$ cat src/rtl/uart_rx_oversample_pkg.sv
// Shared types and constants for the oversampling UART receiver.
package uart_pkg;

  localparam int unsigned OVERSAMPLE = 16;
  localparam int unsigned MID_TICK   = 7;

  typedef enum logic [2:0] {
    IDLE   = 3'd0,
    START  = 3'd1,
    DATA   = 3'd2,
    PARITY = 3'd3,
    STOP   = 3'd4,
    BREAK  = 3'd5
  } state_e;

  // Two stop bits need a 5-bit tick counter; one stop bit fits in 4.
  function automatic int unsigned s_cnt_width(input int unsigned sb_tick);
    return (sb_tick > OVERSAMPLE) ? 5 : 4;
  endfunction

endpackage

$ cat src/rtl/uart_rx_oversample_if.sv
// Serial-in / frame-out bundle between tick generator, receiver and RX FIFO.
interface uart_rx_oversample_if #(
  parameter int unsigned DBIT = 8
);

  logic            s_tick;
  logic            rx;
  logic [DBIT-1:0] rx_data;
  logic            rx_done_tick;
  logic            frame_err;
  logic            parity_err;

  modport master (
    output s_tick,
    output rx,
    input  rx_data,
    input  rx_done_tick,
    input  frame_err,
    input  parity_err
  );

  modport slave (
    input  s_tick,
    input  rx,
    output rx_data,
    output rx_done_tick,
    output frame_err,
    output parity_err
  );

endinterface

$ cat src/rtl/uart_rx_oversample_sync2.sv
// Two-flop synchroniser for the asynchronous rx line; resets to the idle level (1).
module uart_sync2 (
  input  logic clk,
  input  logic reset_n,
  input  logic d,
  output logic q
);

  logic meta;

  always_ff @(posedge clk or negedge reset_n) begin
    if (!reset_n) begin
      meta <= 1'b1;
      q    <= 1'b1;
    end else begin
      meta <= d;
      q    <= meta;
    end
  end

endmodule

$ cat src/rtl/uart_rx_oversample.sv
// UART receiver: 16x oversampled start detect, mid-bit sampling, LSB-first assembly.
// Optional parity bit enabled by defining UART_RX_PARITY_EN.
module uart_rx_oversample
  import uart_pkg::*;
#(
  parameter int unsigned DBIT       = 8,
  parameter int unsigned SB_TICK    = 16,
  parameter bit          PARITY_ODD = 1'b0
) (
  input  logic                 clk,
  input  logic                 reset_n,
  uart_rx_oversample_if.slave  bus
);

  localparam int unsigned SW = s_cnt_width(SB_TICK);
  localparam int unsigned NW = $clog2(DBIT);

  localparam logic [SW-1:0] S_MID  = SW'(MID_TICK);
  localparam logic [SW-1:0] S_LAST = SW'(OVERSAMPLE - 1);
  localparam logic [SW-1:0] S_STOP = SW'(SB_TICK - 1);
  localparam logic [NW-1:0] N_LAST = NW'(DBIT - 1);

  logic            rx_s;

  state_e          state_q,   state_d;
  logic [SW-1:0]   s_cnt_q,   s_cnt_d;
  logic [NW-1:0]   n_cnt_q,   n_cnt_d;
  logic [DBIT-1:0] shift_q,   shift_d;
  logic [DBIT-1:0] rx_data_q, rx_data_d;
  logic            done_q,    done_d;
  logic            ferr_q,    ferr_d;
`ifdef UART_RX_PARITY_EN
  logic            par_q,     par_d;
  logic            perr_q,    perr_d;
`endif

  uart_sync2 u_sync (
    .clk     (clk),
    .reset_n (reset_n),
    .d       (bus.rx),
    .q       (rx_s)
  );

  // State and datapath registers.
  always_ff @(posedge clk or negedge reset_n) begin
    if (!reset_n) begin
      state_q   <= IDLE;
      s_cnt_q   <= '0;
      n_cnt_q   <= '0;
      shift_q   <= '0;
      rx_data_q <= '0;
      done_q    <= 1'b0;
      ferr_q    <= 1'b0;
`ifdef UART_RX_PARITY_EN
      par_q     <= 1'b0;
      perr_q    <= 1'b0;
`endif
    end else begin
      state_q   <= state_d;
      s_cnt_q   <= s_cnt_d;
      n_cnt_q   <= n_cnt_d;
      shift_q   <= shift_d;
      rx_data_q <= rx_data_d;
      done_q    <= done_d;
      ferr_q    <= ferr_d;
`ifdef UART_RX_PARITY_EN
      par_q     <= par_d;
      perr_q    <= perr_d;
`endif
    end
  end

  // Next-state and datapath updates; counters move only on s_tick.
  always_comb begin
    state_d   = state_q;
    s_cnt_d   = s_cnt_q;
    n_cnt_d   = n_cnt_q;
    shift_d   = shift_q;
    rx_data_d = rx_data_q;
    done_d    = 1'b0;
    ferr_d    = ferr_q;
`ifdef UART_RX_PARITY_EN
    par_d     = par_q;
    perr_d    = perr_q;
`endif

    unique case (state_q)
      IDLE: begin
        if (!rx_s) begin
          state_d = START;
          s_cnt_d = '0;
        end
      end

      START: begin
        if (bus.s_tick) begin
          if (s_cnt_q == S_MID) begin
            // A start bit that is gone by mid-bit was a glitch.
            if (!rx_s) begin
              state_d = DATA;
              s_cnt_d = '0;
              n_cnt_d = '0;
            end else begin
              state_d = IDLE;
            end
          end else begin
            s_cnt_d = s_cnt_q + SW'(1);
          end
        end
      end

      DATA: begin
        if (bus.s_tick) begin
          if (s_cnt_q == S_LAST) begin
            shift_d = {rx_s, shift_q[DBIT-1:1]};
            s_cnt_d = '0;
            if (n_cnt_q == N_LAST) begin
`ifdef UART_RX_PARITY_EN
              state_d = PARITY;
`else
              state_d = STOP;
`endif
            end else begin
              n_cnt_d = n_cnt_q + NW'(1);
            end
          end else begin
            s_cnt_d = s_cnt_q + SW'(1);
          end
        end
      end

      PARITY: begin
`ifdef UART_RX_PARITY_EN
        if (bus.s_tick) begin
          if (s_cnt_q == S_LAST) begin
            par_d   = rx_s;
            s_cnt_d = '0;
            state_d = STOP;
          end else begin
            s_cnt_d = s_cnt_q + SW'(1);
          end
        end
`else
        state_d = IDLE;
`endif
      end

      STOP: begin
        if (bus.s_tick) begin
          if (s_cnt_q == S_STOP) begin
            rx_data_d = shift_q;
            ferr_d    = ~rx_s;
            done_d    = 1'b1;
`ifdef UART_RX_PARITY_EN
            perr_d    = ((^shift_q) ^ par_q) != PARITY_ODD;
`endif
            // A low stop bit may be a line break; wait for idle before rearming.
            state_d   = rx_s ? IDLE : BREAK;
          end else begin
            s_cnt_d = s_cnt_q + SW'(1);
          end
        end
      end

      BREAK: begin
        if (rx_s) begin
          state_d = IDLE;
        end
      end

      default: state_d = IDLE;
    endcase
  end

  assign bus.rx_data      = rx_data_q;
  assign bus.rx_done_tick = done_q;
  assign bus.frame_err    = ferr_q;

`ifdef UART_RX_PARITY_EN
  assign bus.parity_err = perr_q;
`else
  logic unused_parity_sense;
  assign unused_parity_sense = PARITY_ODD;
  assign bus.parity_err      = 1'b0;
`endif

endmodule

$ cat src/flat_wrapper.sv
// flat-port wrapper written by rule: the top's interface ports become plain ports
module uart_rx_oversample_flat import uart_pkg::*;
#(
  parameter int unsigned DBIT       = 8,
  parameter int unsigned SB_TICK    = 16,
  parameter bit          PARITY_ODD = 1'b0
)
  (clk, reset_n, bus_s_tick, bus_rx, bus_rx_data, bus_rx_done_tick, bus_frame_err, bus_parity_err);
  uart_rx_oversample_if #(.DBIT(DBIT)) bus_i ();
  input  logic clk;
  input  logic reset_n;
  input wire logic [$bits(bus_i.s_tick)-1:0] bus_s_tick;
  input wire logic [$bits(bus_i.rx)-1:0] bus_rx;
  output wire logic [$bits(bus_i.rx_data)-1:0] bus_rx_data;
  output wire logic [$bits(bus_i.rx_done_tick)-1:0] bus_rx_done_tick;
  output wire logic [$bits(bus_i.frame_err)-1:0] bus_frame_err;
  output wire logic [$bits(bus_i.parity_err)-1:0] bus_parity_err;
  assign bus_i.s_tick = bus_s_tick;
  assign bus_i.rx = bus_rx;
  assign bus_rx_data = bus_i.rx_data;
  assign bus_rx_done_tick = bus_i.rx_done_tick;
  assign bus_frame_err = bus_i.frame_err;
  assign bus_parity_err = bus_i.parity_err;
  uart_rx_oversample #(.DBIT(DBIT), .SB_TICK(SB_TICK), .PARITY_ODD(PARITY_ODD)) u_core (.clk(clk), .reset_n(reset_n), .bus(bus_i));
endmodule
$ cat config.mk
export PLATFORM = sky130hd
export DESIGN_NAME = uart_rx_oversample_flat
export DESIGN_NICKNAME = d
export VERILOG_FILES = /design/src/rtl/uart_rx_oversample_pkg.sv /design/src/rtl/uart_rx_oversample_if.sv /design/src/rtl/uart_rx_oversample_sync2.sv /design/src/rtl/uart_rx_oversample.sv /design/src/flat_wrapper.sv
export SDC_FILE = /design/constraint.sdc
export NUM_CORES = 1
export LEC_CHECK = 0
export CAP_MARGIN = 10
export CORE_MARGIN = 2
export CORE_UTILIZATION = 45
export DETAILED_ROUTE_END_ITERATION = 8
export GPL_TIMING_DRIVEN = 0
export HOLD_SLACK_MARGIN = 0.15
export PLACE_DENSITY = 0.76
export SETUP_SLACK_MARGIN = 0.2
export SLEW_MARGIN = 20
export SYNTH_ARGS = -nofsm -noshare
export SYNTH_HDL_FRONTEND = slang
export SYNTH_HIERARCHICAL = 1
export SYNTH_SLANG_ARGS = --single-unit
$ cat constraint.sdc
create_clock -name clk -period 3.5 [get_ports clk]
set_clock_uncertainty 0.2 [all_clocks]
set_input_delay 0.7 -clock clk [delete_from_list [all_inputs] [get_ports clk]]
set_output_delay 0.7 -clock clk [all_outputs]
set_load 0.05 [all_outputs]
==> impl_summary.txt, run 1 <==
----------------------------------------------------
[Outcome]
  Status ... finished clean

[Global route]
  Via count of the first global-routing pass ... 1130
  Overall Global Routing Usage ... 15.73%
  Total overflow reported by the global router ... 0
  Wire length of the first global-routing pass ... 4988 microns
  Largest net degree at the start of global routing ... 31
  Initial antenna violation count ... 0

[Detailed routing]
  Initial drt markers ... 27
  # DRC ... 0
  Number of iterations in the first detailed-routing pass ... 4
  Overall via count from detail_route ... 1024
  Wire per inst ... 14.46 microns
  Post-detailed-route count of antenna-violating nets ... 0
  Via density per instance ... 5.389
  Total Routed Length ... 2747 microns

[Flow run]
  Max-capacitance violation count ... 0

[Synth]
  Mapped Nets ... 130
  Primary FF master, synth ... sky130_fd_sc_hd__dfrtp_1
  Synth async-reset ratio ... 100.0%
  Per-instance average area after synthesis ... 12.95 sq um
  Cells after synthesis ... 123
  Count of flip-flops with a built-in enable after synthesis ... 0
  Number of distinct library cell variants in the gate-level netlist after synthesis ... 46
  Share of synthesized area occupied by flip-flops and latches ... 47.29%
  Number of synthesized register bits ... 30
  Count of warnings emitted by yosys ... 6
  Area of the mapped netlist ... 0.001593 sq mm

[Cells and area]
  Number of standard cells in the final layout excluding fillers ... 190
  Fin nets ... 150
  Area added between synthesis and finish ... 15.47%
  Antenna Cells ... 0
  Share of cells above drive strength 1 ... 34.03%

[Timing]
  Slew @ Worst Pin ... 635.0 ps
  Minimum setup slack in the final design ... 1092 ps
  Unrepaired setup endpoints after global routing ... no
  Final-layout setup total negative slack ... 0 ps
  Maximum operating frequency ... 415.3 MHz
  Crit share post-route ... 68.79%
  Number of pins with negative max-slew slack in the final report ... 0
  Max-slew headroom ... 57.67%
  Post-layout minimum cycle time ... 2408 ps
  Final setup violation count ... 0
  Final number of hold-violating endpoints ... 0

[Power and ir drop]
  Max VDD drop ... 0.3341 mV
  Power per unit of standard cell area ... 580.7 mW/mm^2
  Leakage power ... 0.0009129 uW

[Clock network]
  H-tree levels ... 2
  Hold_buf cts ... 0
  CTS Root Buffer Type ... sky130_fd_sc_hd__clkbuf_4
  CTS tree ... done
  CTS sink count ... 30
  Cts bufs inserted ... 5
  Clock-pin slew on the worst setup and hold paths ... 90 ps
  Post-CTS setup buffers ... 0
  CTS Buffer Depth ... 2
  Number of cells upsized or downsized after cts ... 0
  Clock latency reported for the late side of the worst-skew pair ... 320 ps

[Die]
  Die Footprint ... 0.004032 sq mm
  Top-level port count ... 15
  Core Footprint ... 0.003363 sq mm
  Horizontal die dimension ... 63.50 microns
  DIE HEIGHT ... 63.50 microns
  Initial standard-cell utilization of the core ... 47.36%
  Number of rows in the core area ... 21

[Critical path]
  Required time at the worst-slack endpoint ... 2600 ps
  Kind of capture point of the worst setup path ... output port
  Arrival time at the worst endpoint ... 1510 ps
  Largest fanout of any net on the critical path ... 2
  Top cell family by delay on the critical path ... buffers and inverters
  Critical path's slowest cell ... sky130_fd_sc_hd__clkdlybuf4s50_1
  Kind of start point of the critical path ... register
  Type of the worst setup path ... reg2out
  Slowest stage delay, CP ... 820 ps
  Count of buffering cells on the critical path with inverters included ... 1
  CP cell instances ... clkdlybuf4s50_1

[Place]
  Placement Setup Slack ... 862.2 ps
  IO Port Bufs ... 13
  Routability congestion estimate ... 0.8536
  Post-Place Cells ... 182
  Estimated wirelength of the detail-placed design ... 1963 microns

[Min path]
  Class of the tightest hold or removal check ... reg2reg

----------------------------------------------------
per-layer routing:
metal	vias to the layer above	wire (microns)	global-route usage, %
met1	523	1230	18.81
met5	-	0	0
met3	0	94	4.286
met4	0	0	4.076
met2	19	1422	27.76
li1	482	-	-
report_power, final:
group          total (uW)  internal [uW]  switching [uW]
Clock                 218           96.5             122
Combinational         427            199             227
Sequential            423            381            42.4
layout by cell type, fill, tap and decap left out, types with 2 or more instances in the layout:
cell	n
sky130_fd_sc_hd__inv_1	4
sky130_fd_sc_hd__nor2_1	5
sky130_fd_sc_hd__xor2_1	2
sky130_fd_sc_hd__clkbuf_4	5
sky130_fd_sc_hd__dfrtp_1	28
sky130_fd_sc_hd__ha_1	3
sky130_fd_sc_hd__nand3_2	2
sky130_fd_sc_hd__clkdlybuf4s50_1	12
sky130_fd_sc_hd__dfstp_2	2
sky130_fd_sc_hd__a22o_1	2
sky130_fd_sc_hd__nand2_1	5
sky130_fd_sc_hd__a2bb2oi_2	2
sky130_fd_sc_hd__buf_6	2
sky130_fd_sc_hd__and3_1	2
sky130_fd_sc_hd__buf_2	4
sky130_fd_sc_hd__o211ai_1	2
sky130_fd_sc_hd__nor3b_2	2
sky130_fd_sc_hd__nand3_1	4
sky130_fd_sc_hd__or3b_1	4
sky130_fd_sc_hd__nand2b_1	2
sky130_fd_sc_hd__mux2_4	18
sky130_fd_sc_hd__o21ai_1	3
final timing paths:
kind / startpoint / endpoint / slack (ps) / cells past startpoint
setup / recovery: u_core/bus.frame_err$_DFFE_PN0P_ / bus_frame_err / 1090 / 1
hold / removal: u_core/u_sync/meta$_DFF_PN1_ / u_core/u_sync/q$_DFF_PN1_ / 160 / 0
setup reg to reg: u_core/n_cnt_q[0]$_DFFE_PN0P_ / u_core/n_cnt_q[0]$_DFFE_PN0P_ / 1470 / 6
hold reg to reg: u_core/u_sync/meta$_DFF_PN1_ / u_core/u_sync/q$_DFF_PN1_ / 160 / 0
max in group asynchronous: reset_n / u_core/n_cnt_q[0]$_DFFE_PN0P_ / 2490 / 1
min in group asynchronous: reset_n / u_core/bus.rx_data[1]$_DFFE_PN0P_ / 190 / 1
area by class of cell:
type | count | area (sq um)
fillers | 312 | 1524
well taps | 46 | 57.56
multi-input cells | 82 | 775.7
repair buffers | 13 | 125.1
flip-flops and latches | 30 | 753.2
plain buffers | 6 | 45.04
clock inverters | 2 | 12.51
clock buffers | 6 | 51.30
inverters | 5 | 18.77
metrics by stage:
stage	power [uW]	area (sq um)	hold slack (ps)	utilization, %
6_report	1068	1839	161.3	54.69
5_1_grt	1143	1839	170.9	54.69
4_1_cts	1075	1839	161.7	54.69
3_5_place_dp	857.0	1775	147.3	52.79
3_3_place_gp	834.2	1780	145.9	52.94
2_1_floorplan	772.3	1593	145.2	-
cell usage after synthesis, drive strengths merged (2+ instances only):
cell / n / share of area [%]
buf: 6 / 2.8
o211ai: 2 / 0.94
nand2b: 3 / 1.3
o21ai: 4 / 1.3
dfstp: 2 / 3.3
dfrtp: 28 / 44
a31oi: 2 / 1.7
and3: 2 / 0.79
ha: 3 / 2.4
nand3: 6 / 2.5
nand2: 6 / 1.6
nor2: 5 / 1.2
a22o: 2 / 1.1
nor3b: 2 / 1.6
or3b: 4 / 2.2
mux2: 19 / 18
a2bb2oi: 2 / 1.9
a21oi: 2 / 0.86
xor2: 3 / 2.1
inv: 5 / 1.2
state kept, by name (all words and copies together) (netlist names):
name and cells:
u_core/bus.frame_err 1, u_core/bus.rx_data 8, u_core/bus.rx_done_tick 1, u_core/n_cnt_q 3, u_core/s_cnt_q 4, u_core/shift_q 8, u_core/state_q 3, u_core/u_sync/meta 1
u_core/u_sync/q 1
cells by family after synthesis:
group	synth area share [%]
other	0.2354
buffers and inverters	4.006
flip-flops	47.29
AO/OA/AOI/OAI	12.49
XOR/XNOR	2.121
multiplexers	18.30
AND/OR/NAND/NOR	13.20
adder cells (fa/ha/maj)	2.357
No activity file was read; power rests on OpenSTA's default activity.
==> run 2, diff against run 1 <==
clock period = 2.4 ns   (was 3.5 ns; I/O delays follow)
==> impl_summary.txt, run 2 (synthesis results as in run 1) <==
----------------------------------------------------
[Outcome]
  Status ... finished clean

[Clock network]
  H-tree levels ... 2 (unchanged)
  CTS Root Buffer Type ... sky130_fd_sc_hd__clkbuf_4
  CTS sink count ... 30 (unchanged)
  Cts bufs inserted ... 5 (unchanged)
  Clock latency reported for the late side of the worst-skew pair ... 320 ps (about the same)
  CTS tree ... done
  CTS Buffer Depth ... 2 (unchanged)
  Clock-pin slew on the worst setup and hold paths ... 100 ps (about the same)

[Global route]
  Largest net degree at the start of global routing ... 31 (unchanged)
  Total overflow reported by the global router ... 0 (unchanged)
  Via count of the first global-routing pass ... 1130 (unchanged)
  Wire length of the first global-routing pass ... 4988 microns (unchanged)
  GR Layer Usage met1 ... 18.81% (unchanged)
  Overall Global Routing Usage ... 15.73% (unchanged)
  GRT busiest layer ... met2
  GRT met2 Usage ... 27.76% (unchanged)
  GR Layer Usage met3 ... 4.286% (unchanged)
  Initial antenna violation count ... 0 (unchanged)

[Cells and area]
  Fill cell total of the finished layout ... 310 (-0.64%)
  Antenna Cells ... 0 (unchanged)
  Fin nets ... 151 (+0.67%)
  Top library cells by usage in the layout, fill and taps aside ... 28 x sky130_fd_sc_hd__dfrtp_1, 18 x sky130_fd_sc_hd__mux2_4, 7 x sky130_fd_sc_hd__dlymetal6s2s_1
  Most common cell after layout, fill and taps aside ... sky130_fd_sc_hd__dfrtp_1
  Number of standard cells in the final layout excluding fillers ... 191 (+0.53%)
  Area added between synthesis and finish ... 17.05%
  Share of cells above drive strength 1 ... 33.79% (-0.23 points)

[Critical path]
  Required time at the worst-slack endpoint ... 1720 ps (-880 ps)
  End of the worst register-to-register path ... u_core/n_cnt_q[0]$_DFFE_PN0P_
  Worst setup slack for register-to-register paths ... 370 ps (-1100 ps)
  Slowest stage delay, CP ... 790 ps (-30 ps)
  Kind of capture point of the worst setup path ... output port
  Kind of start point of the critical path ... register
  CP cell instances ... clkdlybuf4s50_1
  Critical path's slowest cell ... sky130_fd_sc_hd__clkdlybuf4s50_1
  Count of buffering cells on the critical path with inverters included ... 1 (unchanged)
  Type of the worst setup path ... reg2out
  Top cell family by delay on the critical path ... buffers and inverters
  Worst reg-to-reg path cell count ... 6 (unchanged)
  Arrival time at the worst endpoint ... 1440 ps (-70 ps)
  Largest fanout of any net on the critical path ... 1 (-1)
  Worst R2R Start ... u_core/n_cnt_q[0]$_DFFE_PN0P_

[Place]
  Post-Place Cells ... 182 (unchanged)
  IO Port Bufs ... 13 (unchanged)
  Routability congestion estimate ... 0.8536 (unchanged)
  Estimated wirelength of the detail-placed design ... 1963 microns (unchanged)
  Placement Setup Slack ... -17.85 ps (-880.0 ps)

[Timing]
  Post-layout minimum cycle time ... 2121 ps
  Max-slew headroom ... 57.50% (-0.17 points)
  Number of pins with negative max-slew slack in the final report ... 0 (unchanged)
  Maximum operating frequency ... 471.5 MHz
  Final number of hold-violating endpoints ... 0 (unchanged)
  Unrepaired setup endpoints after global routing ... no
  Crit share post-route ... 88.37%
  Slew @ Worst Pin ... 637.5 ps (+2.505 ps)
  Final-layout setup total negative slack ... 0 ps (unchanged)
  Smallest hold slack ... 161.3 ps (+0.004000 ps)
  Final setup violation count ... 0 (unchanged)
  Minimum setup slack in the final design ... 279.2 ps (-813.1 ps)

[Detailed routing]
  Number of iterations in the first detailed-routing pass ... 4 (unchanged)
  Post-detailed-route count of antenna-violating nets ... 0 (unchanged)
  Overall via count from detail_route ... 1028 (+0.39%)
  Wire per inst ... 14.49 microns (+0.20%)
  # DRC ... 0 (unchanged)
  Initial drt markers ... 24 (-11%)
  Total Routed Length ... 2767 microns (+0.73%)
  Via density per instance ... 5.382 (-0.13%)

[Power and ir drop]
  Leakage power ... 0.001058 uW (+16%)
  Total power ... 1559 uW (+46%)
  Power per unit of standard cell area ... 836.1 mW/mm^2 (+44%)
  Max VDD drop ... 0.4776 mV (+43%)

[Die]
  Initial standard-cell utilization of the core ... 47.36% (unchanged)
  Number of rows in the core area ... 21 (unchanged)
  Die Footprint ... 0.004032 sq mm (unchanged)
  DIE HEIGHT ... 63.50 microns (unchanged)
  Top-level port count ... 15 (unchanged)
  Core Footprint ... 0.003363 sq mm (unchanged)
  Horizontal die dimension ... 63.50 microns (unchanged)

[Flow run]
  Max-capacitance violation count ... 0 (unchanged)

[Min path]
  Worst hold endpoint ... u_core/u_sync/q$_DFF_PN1_
  Start point of the worst hold path ... u_core/u_sync/meta$_DFF_PN1_
  Hold path cells ... 0 (unchanged)
  Class of the tightest hold or removal check ... reg2reg

----------------------------------------------------
-- run 2: changes by cell type in the layout (fill, tap and decap cells not counted) --
cell,delta
sky130_fd_sc_hd__clkdlybuf4s50_1,-9
sky130_fd_sc_hd__dlygate4sd2_1,+2
sky130_fd_sc_hd__dlymetal6s2s_1,+7
sky130_fd_sc_hd__dlygate4sd3_1,+1
-- run 2: metrics by stage --
stage               area, sq um  utilization [%]
CTS                        1847            54.91
global placement           1780            52.94
finish                     1864            55.43
global route               1864            55.43
detailed placement         1775            52.79
floorplan                  1593                -
-- run 2: report_power, final --
group          leakage, uW  switching [uW]  internal (uW)  total, uW
combinational     0.000617             332            292        624
sequential        0.000407            61.8            555        617
clock            0.0000343             177            141        318
-- run 2: what timing repair did --
action,4_1_cts,5_1_grt
endpoints found under the hold margin,28,0
hold buffers,1,0
endpoints found under the setup margin,2,7
buffers inserted,0,0
resized for setup,2,7
-- run 2: layout make-up --
cell class,count,area (sq um),area share (%)
multi-input combinational,82,775.7,41.61
clock buffer,6,51.30,2.752
tap,46,57.56,3.087
sequential,30,753.2,40.40
clock inverter,2,12.51,0.6711
buffer,6,45.04,2.416
timing repair buffer,14,150.1,8.054
inverter,5,18.77,1.007
-- run 2: per-layer routing --
layer	up-vias	routed length [microns]	share of wire (%)
met5	-	0	0
met4	0	0	0
met3	0	104	3.8
met2	20	1432	52
met1	524	1229	44
li1	484	-	-
-- run 2: worst max-delay path by stage --
stage | startpoint | endpoint | slack (ps) | depth (start not counted)
2_1_floorplan | u_core/n_cnt_q[0]$_DFFE_PN0P_ | u_core/n_cnt_q[0]$_DFFE_PN0P_ | 470 | 6
3_3_place_gp | bus_s_tick | u_core/shift_q[0]$_DFFE_PN0P_ | 30 | 4
3_5_place_dp | bus_s_tick | u_core/shift_q[1]$_DFFE_PN0P_ | -20 | 4
4_1_cts | u_core/bus.rx_data[5]$_DFFE_PN0P_ | bus_rx_data[5] | 210 | 1
5_1_grt | u_core/bus.rx_done_tick$_DFF_PN0_ | bus_rx_done_tick | 220 | 1
6_report | u_core/bus.rx_done_tick$_DFF_PN0_ | bus_rx_done_tick | 280 | 1
